File: src/rtl/ltc2195_pkg.sv
// Shared definitions for the LTC2195 receiver alignment controller.
package ltc2195_pkg;

    typedef enum logic [2:0] {
        ST_IDLE     = 3'd0,
        ST_SETTLE   = 3'd1,
        ST_CHECK_FR = 3'd2,
        ST_SLIP     = 3'd3,
        ST_CHECK_TP = 3'd4,
        ST_LOCKED   = 3'd5,
        ST_FAIL     = 3'd6
    } state_t;

    localparam logic [7:0]  FR_PATTERN_DEF = 8'b11110000;
    localparam logic [15:0] TP_WORD_DEF    = 16'b1011001011101001;

    // Error accumulator add that sticks at all-ones instead of wrapping.
    function automatic logic [15:0] sat_add16(input logic [15:0] a, input logic [1:0] b);
        logic [16:0] s;
        s = {1'b0, a} + {15'd0, b};
        return s[16] ? 16'hFFFF : s[15:0];
    endfunction

endpackage

File: src/rtl/ltc2195_align.sv
// Word-alignment and test-pattern check sequencer for the LTC2195 LVDS receiver.
//
// state    | meaning
// ---------+-----------------------------------------------------------
// IDLE     | waiting for start after reset
// SETTLE   | let the deserializer output settle after start/bitslip
// CHECK_FR | compare frame word against the expected pattern (1 cycle)
// SLIP     | issue one bitslip pulse to the ISERDES (1 cycle)
// CHECK_TP | count channel words that differ from the test pattern
// LOCKED   | aligned; watching for two consecutive frame errors
// FAIL     | alignment or pattern check failed; hold until start
module ltc2195_align
    import ltc2195_pkg::*;
#(
    parameter logic [7:0]  FR_PATTERN = FR_PATTERN_DEF,
    parameter logic [15:0] TP_WORD    = TP_WORD_DEF,
    parameter int          SETTLE     = 16,
    parameter int          MAX_SLIPS  = 8,
    parameter int          CHECK_LEN  = 256
) (
    input  logic        clk_in,
    input  logic        rst_n_in,
    input  logic        start_in,
    input  logic        tp_mode_in,
    input  logic [7:0]  FR_in,
    input  logic [15:0] ADC0_in,
    input  logic [15:0] ADC1_in,
    output logic        bitslip_out,
    output logic        aligned_out,
    output logic        tp_ok_out,
    output logic        fail_out,
    output logic [3:0]  slip_count_out,
    output logic [15:0] err_count_out,
    output logic [2:0]  state_out
);

    localparam logic [15:0] SETTLE_LD = 16'(SETTLE - 1);
    localparam logic [15:0] CHECK_LD  = 16'(CHECK_LEN - 1);
    localparam logic [3:0]  SLIP_MAX  = 4'(MAX_SLIPS);

    state_t      r_state;
    logic [15:0] r_settle_cnt;
    logic [15:0] r_check_cnt;
    logic [3:0]  r_slip_count;
    logic [15:0] r_err_count;
    logic        r_tp_ok;
    logic        r_fail;
    logic        r_glitch;
    logic        r_bitslip;
    logic        r_aligned;

    state_t      w_state_nxt;
    logic [15:0] w_settle_nxt;
    logic [15:0] w_check_nxt;
    logic [3:0]  w_slip_nxt;
    logic [15:0] w_err_nxt;
    logic        w_tp_ok_nxt;
    logic        w_fail_nxt;
    logic        w_glitch_nxt;
    logic        w_fr_match;
    logic [1:0]  w_tp_errs;
    logic [15:0] w_err_sum;

    assign w_fr_match = (FR_in == FR_PATTERN);
    assign w_tp_errs  = {1'b0, ADC0_in != TP_WORD} + {1'b0, ADC1_in != TP_WORD};
    assign w_err_sum  = sat_add16(r_err_count, w_tp_errs);

    // State register.
    always_ff @(posedge clk_in or negedge rst_n_in) begin
        if (!rst_n_in) r_state <= ST_IDLE;
        else           r_state <= w_state_nxt;
    end

    // Next-state, down-counter and status decisions.
    always_comb begin
        w_state_nxt  = r_state;
        w_settle_nxt = r_settle_cnt;
        w_check_nxt  = r_check_cnt;
        w_slip_nxt   = r_slip_count;
        w_err_nxt    = r_err_count;
        w_tp_ok_nxt  = r_tp_ok;
        w_fail_nxt   = r_fail;
        w_glitch_nxt = 1'b0;
        if (start_in) begin
            w_state_nxt  = ST_SETTLE;
            w_settle_nxt = SETTLE_LD;
            w_slip_nxt   = '0;
            w_err_nxt    = '0;
            w_tp_ok_nxt  = 1'b0;
            w_fail_nxt   = 1'b0;
        end else begin
            case (r_state)
                ST_IDLE: ;
                ST_SETTLE: begin
                    if (r_settle_cnt == '0) w_state_nxt  = ST_CHECK_FR;
                    else                    w_settle_nxt = r_settle_cnt - 16'd1;
                end
                ST_CHECK_FR: begin
                    if (w_fr_match) begin
                        if (tp_mode_in) begin
                            w_state_nxt = ST_CHECK_TP;
                            w_check_nxt = CHECK_LD;
                            // A re-lock must judge the pattern on fresh data only.
                            w_err_nxt   = '0;
                        end else begin
                            w_state_nxt = ST_LOCKED;
                        end
                    end else if (r_slip_count == SLIP_MAX) begin
                        w_state_nxt = ST_FAIL;
                        w_fail_nxt  = 1'b1;
                    end else begin
                        // Counted on entry so the count always equals pulses issued.
                        w_state_nxt = ST_SLIP;
                        w_slip_nxt  = r_slip_count + 4'd1;
                    end
                end
                ST_SLIP: begin
                    w_state_nxt  = ST_SETTLE;
                    w_settle_nxt = SETTLE_LD;
                end
                ST_CHECK_TP: begin
                    w_err_nxt = w_err_sum;
                    if (r_check_cnt == '0) begin
                        if (w_err_sum == '0) begin
                            w_state_nxt = ST_LOCKED;
                            w_tp_ok_nxt = 1'b1;
                        end else begin
                            w_state_nxt = ST_FAIL;
                            w_fail_nxt  = 1'b1;
                        end
                    end else begin
                        w_check_nxt = r_check_cnt - 16'd1;
                    end
                end
                ST_LOCKED: begin
                    if (!w_fr_match) begin
                        if (r_glitch) begin
                            w_state_nxt  = ST_SETTLE;
                            w_settle_nxt = SETTLE_LD;
                            w_slip_nxt   = '0;
                            w_tp_ok_nxt  = 1'b0;
                        end else begin
                            w_glitch_nxt = 1'b1;
                        end
                    end
                end
                ST_FAIL: ;
                default: w_state_nxt = ST_IDLE;
            endcase
        end
    end

    // Counters and registered outputs; pulse/aligned follow the next state so they line up with state_out.
    always_ff @(posedge clk_in or negedge rst_n_in) begin
        if (!rst_n_in) begin
            r_settle_cnt <= '0;
            r_check_cnt  <= '0;
            r_slip_count <= '0;
            r_err_count  <= '0;
            r_tp_ok      <= 1'b0;
            r_fail       <= 1'b0;
            r_glitch     <= 1'b0;
            r_bitslip    <= 1'b0;
            r_aligned    <= 1'b0;
        end else begin
            r_settle_cnt <= w_settle_nxt;
            r_check_cnt  <= w_check_nxt;
            r_slip_count <= w_slip_nxt;
            r_err_count  <= w_err_nxt;
            r_tp_ok      <= w_tp_ok_nxt;
            r_fail       <= w_fail_nxt;
            r_glitch     <= w_glitch_nxt;
            r_bitslip    <= (w_state_nxt == ST_SLIP);
            r_aligned    <= (w_state_nxt == ST_LOCKED);
        end
    end

    assign bitslip_out    = r_bitslip;
    assign aligned_out    = r_aligned;
    assign tp_ok_out      = r_tp_ok;
    assign fail_out       = r_fail;
    assign slip_count_out = r_slip_count;
    assign err_count_out  = r_err_count;
    assign state_out      = r_state;

endmodule

File: config.mk
export PLATFORM = sky130hd
export DESIGN_NAME = ltc2195_align
export DESIGN_NICKNAME = d
export VERILOG_FILES = /design/src/rtl/ltc2195_pkg.sv /design/src/rtl/ltc2195_align.sv
export SDC_FILE = /design/constraint.sdc
export NUM_CORES = 1
export LEC_CHECK = 0
export CAP_MARGIN = 20
export CELL_PAD_IN_SITES_DETAIL_PLACEMENT = 0
export CELL_PAD_IN_SITES_GLOBAL_PLACEMENT = 1
export CORE_ASPECT_RATIO = 1.5
export CORE_MARGIN = 8
export CORE_UTILIZATION = 43
export DETAILED_ROUTE_END_ITERATION = 12
export GPL_ROUTABILITY_DRIVEN = 0
export PLACE_DENSITY = 0.9
export REMOVE_ABC_BUFFERS = 1
export SETUP_SLACK_MARGIN = 0.02
export SYNTH_ARGS = -nofsm -noshare
export SYNTH_HDL_FRONTEND = slang
export SYNTH_SLANG_ARGS = --single-unit
File: constraint.sdc
create_clock -name clk_in -period 7.3 [get_ports clk_in]
set_input_delay 2.19 -clock clk_in [delete_from_list [all_inputs] [get_ports clk_in]]
set_output_delay 2.19 -clock clk_in [all_outputs]
set_load 0.01 [all_outputs]
* Word level (Yosys, flattened, before mapping)
Index checks and enable logic that the tools add are counted.
** Operators by class
- $add $sub $neg :: 5
- Eq/ne operators :: 26
- Muxes and demuxes :: 46
- Bitwise operators :: 1
- Reduce and logical (&&, ||, !) cells :: 16
** Operators by type and width (number)
- $mux W16 :: 11
- $pmux W16 S2 :: 2
- $logic_not A16 Y1 :: 3
- $pmux W16 S3 :: 1
- $ne A3 B3 Y1 const B :: 11
- $ne A16 B16 Y1 const B :: 2
- $sub A16 B1 Y16 const B :: 2
- $mux W3 :: 7
- $mux W4 :: 5
- $reduce_and A5 Y1 :: 4
- $pmux W3 S6 :: 1
- $add A16 B2 Y17 :: 1
- $mux W1 :: 15
- $eq A3 B3 Y1 const B :: 4
- $eq A3 B2 Y1 const B :: 3
- $reduce_bool A3 Y1 :: 3
- $eq A8 B8 Y1 const B :: 1
- $pmux W4 S2 :: 1
- $ne A2 B2 Y1 const B :: 3
- $add A4 B1 Y4 const B :: 1
- $eq A4 B4 Y1 const B :: 1
- $pmux W1 S2 :: 2
- $reduce_and A4 Y1 :: 1
- $reduce_bool A4 Y1 :: 1
- other kinds (8) :: 8
** Storage, ports and cells
- Register bits :: 60
- Input port bits :: 44
- Output and inout bits :: 27
- Logic and storage cells :: 104

* Logic depth before layout (Yosys ltp)
Gate-level depths: netlist (run 1).
- Word-level depth :: 10
- Mapped depth :: 12
- Mapped depth without buffers :: 12

* Least setup slack after synthesis (run 1)
Ideal clock, no wire load.
- Path kind :: input port to flip-flop
- From :: in ADC0_in[4]
- To :: reg r_aligned (netlist: aligned_out)
- Library setup time :: 67 ps
- Arrival :: 4577 ps
- Data required time :: 7233 ps
- Setup slack :: 2656 ps
- Cell stages on the path :: 12
- Buffers on the path :: 0
- Cell sequence :: nand4b_1 > nor4_1 > and3_1 > fa_1 > inv_1 > ha_1 > nand4_1 > nor3_1 > mux2i_1 > o2111ai_1 > o21ai_1 > o2111a_1
** On the way
- Word-level cells in the longest chain between the ends :: 10
** Ends and longest elaborated chain
- start: declaration :: line ltc2195_align.sv:26 : input logic [15:0] ADC0_in,
- $ne A16 B16 Y1 :: line ltc2195_align.sv:65 : assign w_tp_errs = {1'b0, ADC0_in != TP_WORD} + {1'b0, ADC1_in != TP_WORD};
- $add A1 B1 Y2 :: line ltc2195_align.sv:65
- $add A16 B2 Y17 :: line ltc2195_pkg.sv:20 : s = {1'b0, a} + {15'd0, b};
- $mux W16 :: line ltc2195_pkg.sv:21 : return s[16] ? 16'hFFFF : s[15:0];
- $logic_not A16 Y1 :: line ltc2195_align.sv:124 : if (w_err_sum == '0) begin
- $mux W2 :: line ltc2195_align.sv:124
- $mux W3 :: line ltc2195_align.sv:123 : if (r_check_cnt == '0) begin
- $pmux W3 S6 :: line ltc2195_align.sv:92 : case (r_state)
- $mux W3 :: line ltc2195_align.sv:84 : if (start_in) begin
- $eq A3 B3 Y1 :: line ltc2195_align.sv:174 : r_aligned <= (w_state_nxt == ST_LOCKED);
- end signal: assignment :: line ltc2195_align.sv:174
- end: declaration :: line ltc2195_align.sv:50 : logic r_aligned;
Every way passes these cells.
A chain may end at the register's enable or synchronous reset.

* Worst setup path after layout (run 1)
- From :: in ADC0_in[4]
- To :: reg r_bitslip (netlist: bitslip_out)
** On the way
- Word-level cells in the longest chain between the ends :: 10
** Ends and longest elaborated chain
- $ne A16 B16 Y1 :: line ltc2195_align.sv:65
- $add A1 B1 Y2 :: line ltc2195_align.sv:65
- $add A16 B2 Y17 :: line ltc2195_pkg.sv:20
- $mux W16 :: line ltc2195_pkg.sv:21
- $logic_not A16 Y1 :: line ltc2195_align.sv:124
- $mux W2 :: line ltc2195_align.sv:124
- $mux W3 :: line ltc2195_align.sv:123
- $pmux W3 S6 :: line ltc2195_align.sv:92
- $mux W3 :: line ltc2195_align.sv:84
- $eq A3 B2 Y1 :: line ltc2195_align.sv:173 : r_bitslip <= (w_state_nxt == ST_SLIP);
- end signal: assignment :: line ltc2195_align.sv:173
- end: declaration :: line ltc2195_align.sv:49 : logic r_bitslip;
Every way passes these cells.

==> results of run 1 <==
layout make-up:
type / instances / area, um2
clock buffer: 10 / 239.0
clock inverter: 6 / 111.4
fill: 793 / 3835
inverter: 18 / 67.56
multi-input combinational: 353 / 2211
sequential: 60 / 1501
tap: 110 / 137.6
timing repair buffer: 74 / 725.7
per-layer routing:
metal | vias to the layer above | track usage (%) | part of all wire (%)
met3 | 26 | 6.342 | 6.2
met5 | - | 0 | 0
met1 | 1852 | 20.74 | 41
met2 | 139 | 30.65 | 50
met4 | 0 | 8.592 | 2.7
li1 | 1832 | - | -
registers in the layout, summed over array words and instances (netlist names), 3 cells and up:
name            cells
err_count_out      16
r_check_cnt        16
r_settle_cnt       16
slip_count_out      4
state_out           3
cells by family after synthesis:
family                     count (synthesis)  synth area share (%)
adders and majority gates                  6                 2.124
DFF                                       60                 38.61
and+or+nand+nor                          196                 28.06
muxes                                      9                 2.413
xor gates and xnor gates                  14                 3.153
AOI/OAI and AO/OA                        128                 21.11
buffers and inverters                     43                 4.536
final timing paths:
kind | start | endpoint | slack (ps) | cells after the start
max in group asynchronous | rst_n_in | err_count_out[5] | 4770 | 2
max | ADC0_in[4] | bitslip_out | 2170 | 13
min in group asynchronous | rst_n_in | r_settle_cnt[6] | 2000 | 2
max reg2reg | err_count_out[0] | bitslip_out | 4350 | 10
min | r_settle_cnt[14] | r_settle_cnt[14] | 480 | 1
min reg2reg | r_settle_cnt[14] | r_settle_cnt[14] | 480 | 1
layout by cell type (no fill, tap or decap), types with 6 or more instances in the layout:
cell type / instances
o21ai_0: 37
and3_1: 6
xor2_1: 11
nand2b_1: 9
nand3_1: 13
inv_1: 17
a31oi_1: 7
nand4_1: 13
a22o_1: 11
nor4b_1: 6
nor4_1: 15
clkbuf_16: 9
nand2_1: 46
o22ai_1: 6
a21oi_1: 26
nor3_1: 18
clkdlybuf4s50_1: 69
mux2i_1: 6
dfrtp_1: 60
or3_1: 7
a21o_1: 7
nor2_1: 30
critical path: stages:
cell and delay (ps):
clkdlybuf4s50_1 450, nand4b_1 100, nor4_1 40, and3_1 190, fa_1 420, inv_1 80
ha_1 260, nand4_1 280, nor3_1 520, mux2i_1 240, o2111ai_1 180, o21ai_1 250
a211oi_1 120
power breakdown:
| part | internal (W) | switching [W] | leakage (nW) |
|---|---|---|---|
| logic | 0.0000357 | 0.0000282 | 1.12 |
| registers | 0.000338 | 0.00000556 | 0.817 |
| clock network | 0.000342 | 0.000154 | 0.169 |
| total | 0.000716 | 0.000187 | 2.10 |
stage by stage:
| stage | hold slack (ps) | instances |
|---|---|---|
| 2_1_floorplan | 451.6 | 431 |
| 3_3_place_gp | 463.4 | 615 |
| 3_5_place_dp | 476.0 | 615 |
| 4_1_cts | 481.7 | 631 |
| 5_1_grt | 500.4 | 631 |
| 6_report | 482.0 | 631 |
==> metrics, run 1 <==
I/O pin cnt 71; power per cell area 181.0 nW/um2; total CTS buffers 9; Tot GR Track Use between 10% and 20%; Worst setup EP type register; P&R area growth vs syn 28.41%; final HPWL from detailed placement 7817 um; CTS max path bufs 2; final slew viol count 0; Post-CTS Resized 0; pre-CTS setup slack around 1800 ps; 1st-iter DRT viols approximately 210; Syn Std Cell Area 3889 um2; share of cells above drive strength 1 under 10%; Reg clk slew, reported paths around 50 ps; Max Fclk approximately 200 MHz; ys flop type dfrtp_1; maxcap violations 0; Worst-Margin Slew 999.4 ps; maximum VDD drop 125.0 uV; count of cell types in the netlist 60; Crit Path Max Fanout 7; Hold/Removal Path Class reg2reg; top post-synthesis cells by count dfrtp_1, nand2_1, o21ai_0, nor2_1, a21oi_1; Setup TNS 0 ps; CP startpoint kind input port; wire per inst 17.41 um; Final Power approximately 0.0009 W; Initial Util between 40% and 50%; RSZ-0062 raised after global routing false; Final Net Count 566; final setup margin 2169 ps; Post-synth EDFFs 0; Port-buffer cells 70; Synth area leader dfrtp_1; Site Rows 42; Required @ worst endpoint roughly 7500 ps; Routed Antenna Nets 0; clock latency on the worst-skew pair about 340 ps; Design Area, Final 4994 um2; syn avg cell area 8.528 um2; ys async rst share 100.0%; kind of critical path in2reg; final hold violation count 0; Placed Area around 4600 um2; period utilization 70.29%; Synth top area share 38.61%; Die Y 132.5 um; GRT overflow 0; relative slew slack between 30% and 40%; Final setup viols 0; CTS tree yes; initial antenna violation count 0; Post-Synthesis Cells 456; post-synthesis sequential area ratio 38.61%; DR vias between 3000 and 4000; largest net degree at the start of global routing 61; clk sinks 60; Post-CTS Repair Setup Buffers 0; DR DRC count 0; largest cells by area after synthesis dfrtp_1, o21ai_0, nand2_1; H-tree level count 3; synth warn 0; top-count cell post-synth dfrtp_1; DRT Wirelength roughly 11000 um; P_leak 2.103 nW; Tmin final 5131 ps; Core Region 8828 um2; worst clock skew roughly 6.0 ps; CP arrival 5320 ps; Seq cells post-synth 60; CTS Hold Bufs 0; Pre-antenna DRT Iters 4; Root Buffer clkbuf_16; Die Wd 93.65 um; Inserted Diodes 0; DIE AREA 12410 um2; post-layout util 56.56%; vias in the first global route about 3900; vias per std cell 6.100; first-pass GRT wire length 18730 um; status finished clean
No activity file was read; power rests on OpenSTA's default activity.
==> inputs of run 2 (changes only) <==
- CORE_UTILIZATION: 43 -> 36
- PLACE_DENSITY: 0.9 -> 0.8
- clock period: 7.3 -> 4.5 ns (I/O delays scaled with it)
==> run 2 against run 1 <==
Worst hold slack better by 10 ps. Clock skew is 1.1 ps lower. Core utilization is 8.8 points lower. Register-to-register slack worse by 2600 ps. Critical path type unchanged. Largest power group unchanged. Final cell count is 6.7% higher. Sequential cell count stayed put. Non-clock buffer count is 8 higher.
==> metrics, run 2 (synthesized netlist as in run 1, its figures left out) <==
DIE AREA 14450 um2 (+17%); CP startpoint kind input port; Hold Slack 492.5 ps (+10.47 ps); largest net degree at the start of global routing 39 (-36%); H-tree level count 3 (unchanged); hold path depth 1 (unchanged); maximum VDD drop 171.4 uV (+37%); CTS tree yes; maxcap violations 0 (unchanged); Hold/Removal Path Class reg2reg; relative slew slack 38.88% (+5.8 points); final slew viol count 0 (unchanged); P&R area growth vs syn 29.47%; vias per std cell 5.744 (-5.8%); total CTS buffers 9 (unchanged); vias in the first global route 3971 (+1.4%); Required @ worst endpoint 4760 ps (-2730 ps); Root Buffer clkbuf_16; Pre-antenna DRT Iters 5 (+1); DRT Wirelength 11500 um (+4.7%); Post-CTS Repair Setup Buffers 0 (unchanged); Crit Path Max Fanout 5 (-2); P_leak 2.109 nW (+0.29%); most used cell, CP nor4_1; most frequent cells in the layout clkdlybuf4s50_1, dfrtp_1, nand2_1; DR vias 3866 (+0.44%); R2R cell count 6 (-4); Worst setup EP type register; Reg clk slew, reported paths 60 ps (about the same); 1st-iter DRT viols 151 (-27%); CP arrival 4340 ps (-980 ps); final HPWL from detailed placement 8471 um (+8.4%); Final Net Count 574 (+1.4%); Site Rows 46 (+9.5%); GRT overflow 0 (unchanged); power per cell area 263.0 nW/um2 (+45%); Final Power 0.001324 W (+47%); Initial Util 36.92% (-7.1 points); Core Region 10530 um2 (+19%); Tmin final 4075 ps; area of the multi-input gates 2211 um2 (unchanged); DR DRC count 0 (unchanged); Die Wd 100.9 um (+7.7%); hold path start r_settle_cnt[14]; Worst-Margin Slew 916.8 ps (-82.59 ps); Worst R2R Start r_check_cnt[4]; flop2flop setup slack 1780 ps (-2570 ps); Die Y 143.3 um (+8.2%); Reg area 1501 um2 (unchanged); Inserted Diodes 0 (unchanged); worst r2r dst r_check_cnt[6]; clock latency on the worst-skew pair 330 ps (about the same); Crit path largest cell delay 450 ps (-70 ps); CTS max path bufs 2 (unchanged); final hold violation count 0 (unchanged); CTS Hold Bufs 0 (unchanged); initial antenna violation count 0 (unchanged); worst clock skew 4.935 ps (-1.072 ps); Slowest-stage cell, CP clkdlybuf4s50_1; Port-buffer cells 70 (unchanged); status finished clean; Post-CTS Resized 0 (unchanged); kind of critical path in2reg; fillers 1037 (+31%); family with the most delay on the worst path simple AND/OR/NAND/NOR gates; Hold Crit Endpoint r_settle_cnt[14]; I/O pin cnt 71 (unchanged); wire per inst 17.08 um (-1.9%); Max Fclk 245.4 MHz; period utilization between 90% and 100%; clk sinks 60 (unchanged); RSZ-0062 raised after global routing false; Setup TNS 0 ps (unchanged); WP buf/inv 2 (unchanged); Tot GR Track Use 16.84% (-1.7 points); most common cell after layout, fill and taps aside clkdlybuf4s50_1; first-pass GRT wire length 19520 um (+4.2%); Routed Antenna Nets 0 (unchanged); crit-path cells clkdlybuf4s50_1, nand4b_1, nor4_1, and3_1, fa_1, inv_1, ha_1, nand4_1, nor4_1, mux2i_1, o2111ai_1, o21ai_1, o2111a_1; Final setup viols 0 (unchanged); share of cells above drive strength 1 7.372% (+1.4 points)
-- run 2: final cells by class --
class	count	share of cell area, %
Sequential cell	60	29.82
Multi-Input combinational cell	353	43.91
Timing Repair Buffer	82	15.61
Clock buffer	11	5.020
Inverter	18	1.342
Tap cell	144	3.579
Clock inverter	5	0.7207
-- run 2: layer usage --
metal	track usage, %	vias to the layer above	part of all wire [%]
met1	18.77	1876	41
met4	7.520	0	2.3
met5	0	-	0
met2	29.26	128	51
met3	4.262	24	6.0
li1	-	1838	-
-- run 2: worst reg2reg max path, cell delays in order (launching register included) --
cell	delay, ps
dfrtp_1	410
or4_1	630
nor4b_1	430
nand3_1	480
nand4_1	400
xor2_1	190
nand2_1	80
-- run 2: how the worst max path moves through the flow --
stage,end,depth (start not counted),startpoint
2_1_floorplan,aligned_out,12,ADC0_in[4]
3_3_place_gp,aligned_out,13,ADC0_in[4]
3_5_place_dp,aligned_out,13,ADC0_in[4]
4_1_cts,aligned_out,13,ADC0_in[4]
5_1_grt,aligned_out,14,ADC0_in[4]
6_report,aligned_out,13,ADC0_in[4]
-- run 2: metrics by stage --
step / setup WS [ps] / instances / cell area, um2 / util, %
2_1_floorplan: 695.8 / 431 / 3780 / -
3_3_place_gp: 201.7 / 656 / 4738 / 44.99
3_5_place_dp: 97.77 / 656 / 4738 / 44.99
4_1_cts: 417.5 / 672 / 5027 / 47.73
5_1_grt: 217.4 / 673 / 5035 / 47.80
6_report: 424.8 / 673 / 5035 / 47.80
-- run 2: report_power, final --
part / switching [W] / total (W) / internal [W] / leakage (nW)
Clock: 0.000258 / 0.000661 / 0.000402 / 0.134
Combinational: 0.0000473 / 0.000105 / 0.0000581 / 1.16
Sequential: 0.00000951 / 0.000558 / 0.000549 / 0.817
==> inputs of run 3 (changes only) <==
- CAP_MARGIN: 20 -> 15
==> run 3 against run 2 <==
Largest cell class unchanged. Register-to-register slack hardly changed. Sequential cell count is the same. Highest routed layer unchanged. Critical path type unchanged. Core utilization shrank 0.071 points. Die area did not move. Global-route usage is the same.
==> metrics, run 3 (synthesized netlist as in run 1, its figures left out) <==
Crit Path Max Fanout 5 (unchanged); Post-CTS Repair Setup Buffers 0 (unchanged); period utilization 90.59% (about the same); power per cell area 262.4 nW/um2 (-0.24%); most common cell after layout, fill and taps aside clkdlybuf4s50_1; Crit path largest cell delay 450 ps (about the same); Inserted Diodes 0 (unchanged); family with the most delay on the worst path simple AND/OR/NAND/NOR gates; CP arrival 4340 ps (about the same); Worst-Margin Slew 1027 ps (+109.8 ps); Slowest-stage cell, CP clkdlybuf4s50_1; CP startpoint kind input port; status finished clean; clock latency on the worst-skew pair 330 ps (about the same); GR Layer Usage met1 18.77% (unchanged); RSZ-0062 raised after global routing false; DIE AREA 14450 um2 (unchanged); Die Wd 100.9 um (unchanged); CTS max path bufs 2 (unchanged); P_leak 2.104 nW (-0.26%); maximum VDD drop 169.2 uV (-1.3%); Final Net Count 573 (-0.17%); final hold violation count 0 (unchanged); Placed Area 4738 um2 (unchanged); wire per inst 16.99 um (-0.52%); CTS Hold Bufs 0 (unchanged); met3 global-route usage 4.262% (unchanged); I/O pin cnt 71 (unchanged); initial antenna violation count 0 (unchanged); Reg clk slew, reported paths 50 ps (about the same); M2 GR Usage 29.26% (unchanged); Tmin final 4077 ps (+1.376 ps); GRT busiest layer met2; Initial Util 36.92% (unchanged); Max Fclk 245.3 MHz (about the same); Final Power 0.001319 W (-0.39%); Die Y 143.3 um (unchanged); first-pass GRT wire length 19520 um (unchanged); most used cell, CP nor4_1; Port-buffer cells 70 (unchanged); post-layout util 47.73% (-0.071 points); Root Buffer clkbuf_16; total CTS buffers 9 (unchanged); Reg area 1501 um2 (unchanged); Hold/Removal Path Class reg2reg; DR vias 3818 (-1.2%); vias per std cell 5.682 (-1.1%); Worst setup EP type register; final HPWL from detailed placement 8471 um (unchanged); area of the multi-input gates 2211 um2 (unchanged); crit-path cells clkdlybuf4s50_1, nand4b_1, nor4_1, and3_1, fa_1, inv_1, ha_1, nand4_1, nor4_1, mux2i_1, o2111ai_1, o21ai_1, o2111a_1; 1st-iter DRT viols 148 (-2.0%); Tot GR Track Use 16.84% (unchanged); share of cells above drive strength 1 7.197% (-0.18 points); P&R area growth vs syn 29.28%; CTS tree yes; relative slew slack 31.31% (-7.6 points); largest net degree at the start of global routing 39 (unchanged); Routed Antenna Nets 0 (unchanged); Setup TNS 0 ps (unchanged); Site Rows 46 (unchanged); Required @ worst endpoint 4760 ps (about the same); worst clock skew 4.526 ps (-0.4092 ps); Design Area, Final 5027 um2 (-0.15%); Post-CTS Resized 0 (unchanged); maxcap violations 0 (unchanged); clk sinks 60 (unchanged); fillers 1037 (unchanged); vias in the first global route 3971 (unchanged); Pre-antenna DRT Iters 4 (-1); H-tree level count 3 (unchanged); final slew viol count 0 (unchanged); most frequent cells in the layout clkdlybuf4s50_1, dfrtp_1, nand2_1; DR DRC count 0 (unchanged); DRT Wirelength 11420 um (-0.67%); GRT overflow 0 (unchanged); Core Region 10530 um2 (unchanged); kind of critical path in2reg; Final setup viols 0 (unchanged); WP buf/inv 2 (unchanged); flop2flop setup slack 1780 ps (about the same)
[run 3: cell types whose count changed in the layout (fill, tap and decap cells not counted)]
cell   change
buf_4      -1
[run 3: power breakdown]
group	switching, W	total, W	internal, W	leakage, nW
sequential	0.00000950	0.000558	0.000549	0.817
clock	0.000254	0.000656	0.000402	0.134
combinational	0.0000469	0.000105	0.0000581	1.15
total	0.000310	0.00132	0.00101	2.10
[run 3: routing by layer]
metal,routed length (um),vias up
li1,-,1839
met1,4676,1852
met2,5901,111
met3,640,16
met4,201,0
met5,0,-
[run 3: path summary, 6_finish.rpt]
path                             startpoint               end  cells past startpoint
max                              ADC0_in[4]       aligned_out                     13
min                        r_settle_cnt[14]  r_settle_cnt[14]                      1
max reg2reg                  r_check_cnt[4]    r_check_cnt[6]                      6
min reg2reg                r_settle_cnt[14]  r_settle_cnt[14]                      1
max in group asynchronous          rst_n_in    r_check_cnt[2]                      2
min in group asynchronous          rst_n_in   r_settle_cnt[7]                      1
[run 3: per-stage QoR]
step | worst slack (ps) | std cells | hold WS (ps)
6_report | 423.4 | 672 | 485.1
5_1_grt | 217.4 | 672 | 490.6
3_3_place_gp | 201.7 | 656 | 465.1
2_1_floorplan | 695.8 | 431 | 451.6
4_1_cts | 417.5 | 672 | 483.4
3_5_place_dp | 97.77 | 656 | 477.4
[run 3: worst reg2reg max path: cells and delay by family, from the launching register on]
kind | cells | cell delay, ps
XOR/XNOR | 1 | 190
flip-flops | 1 | 410
AND/OR/NAND/NOR | 5 | 2000
[run 3: layout make-up]
type / instances / share of cell area, %
multi-input cells: 353 / 43.98
flip-flops and latches: 60 / 29.87
repair buffers: 81 / 15.48
clock buffers: 11 / 5.027
well taps: 144 / 3.584
inverters: 18 / 1.344
clock inverters: 5 / 0.7218
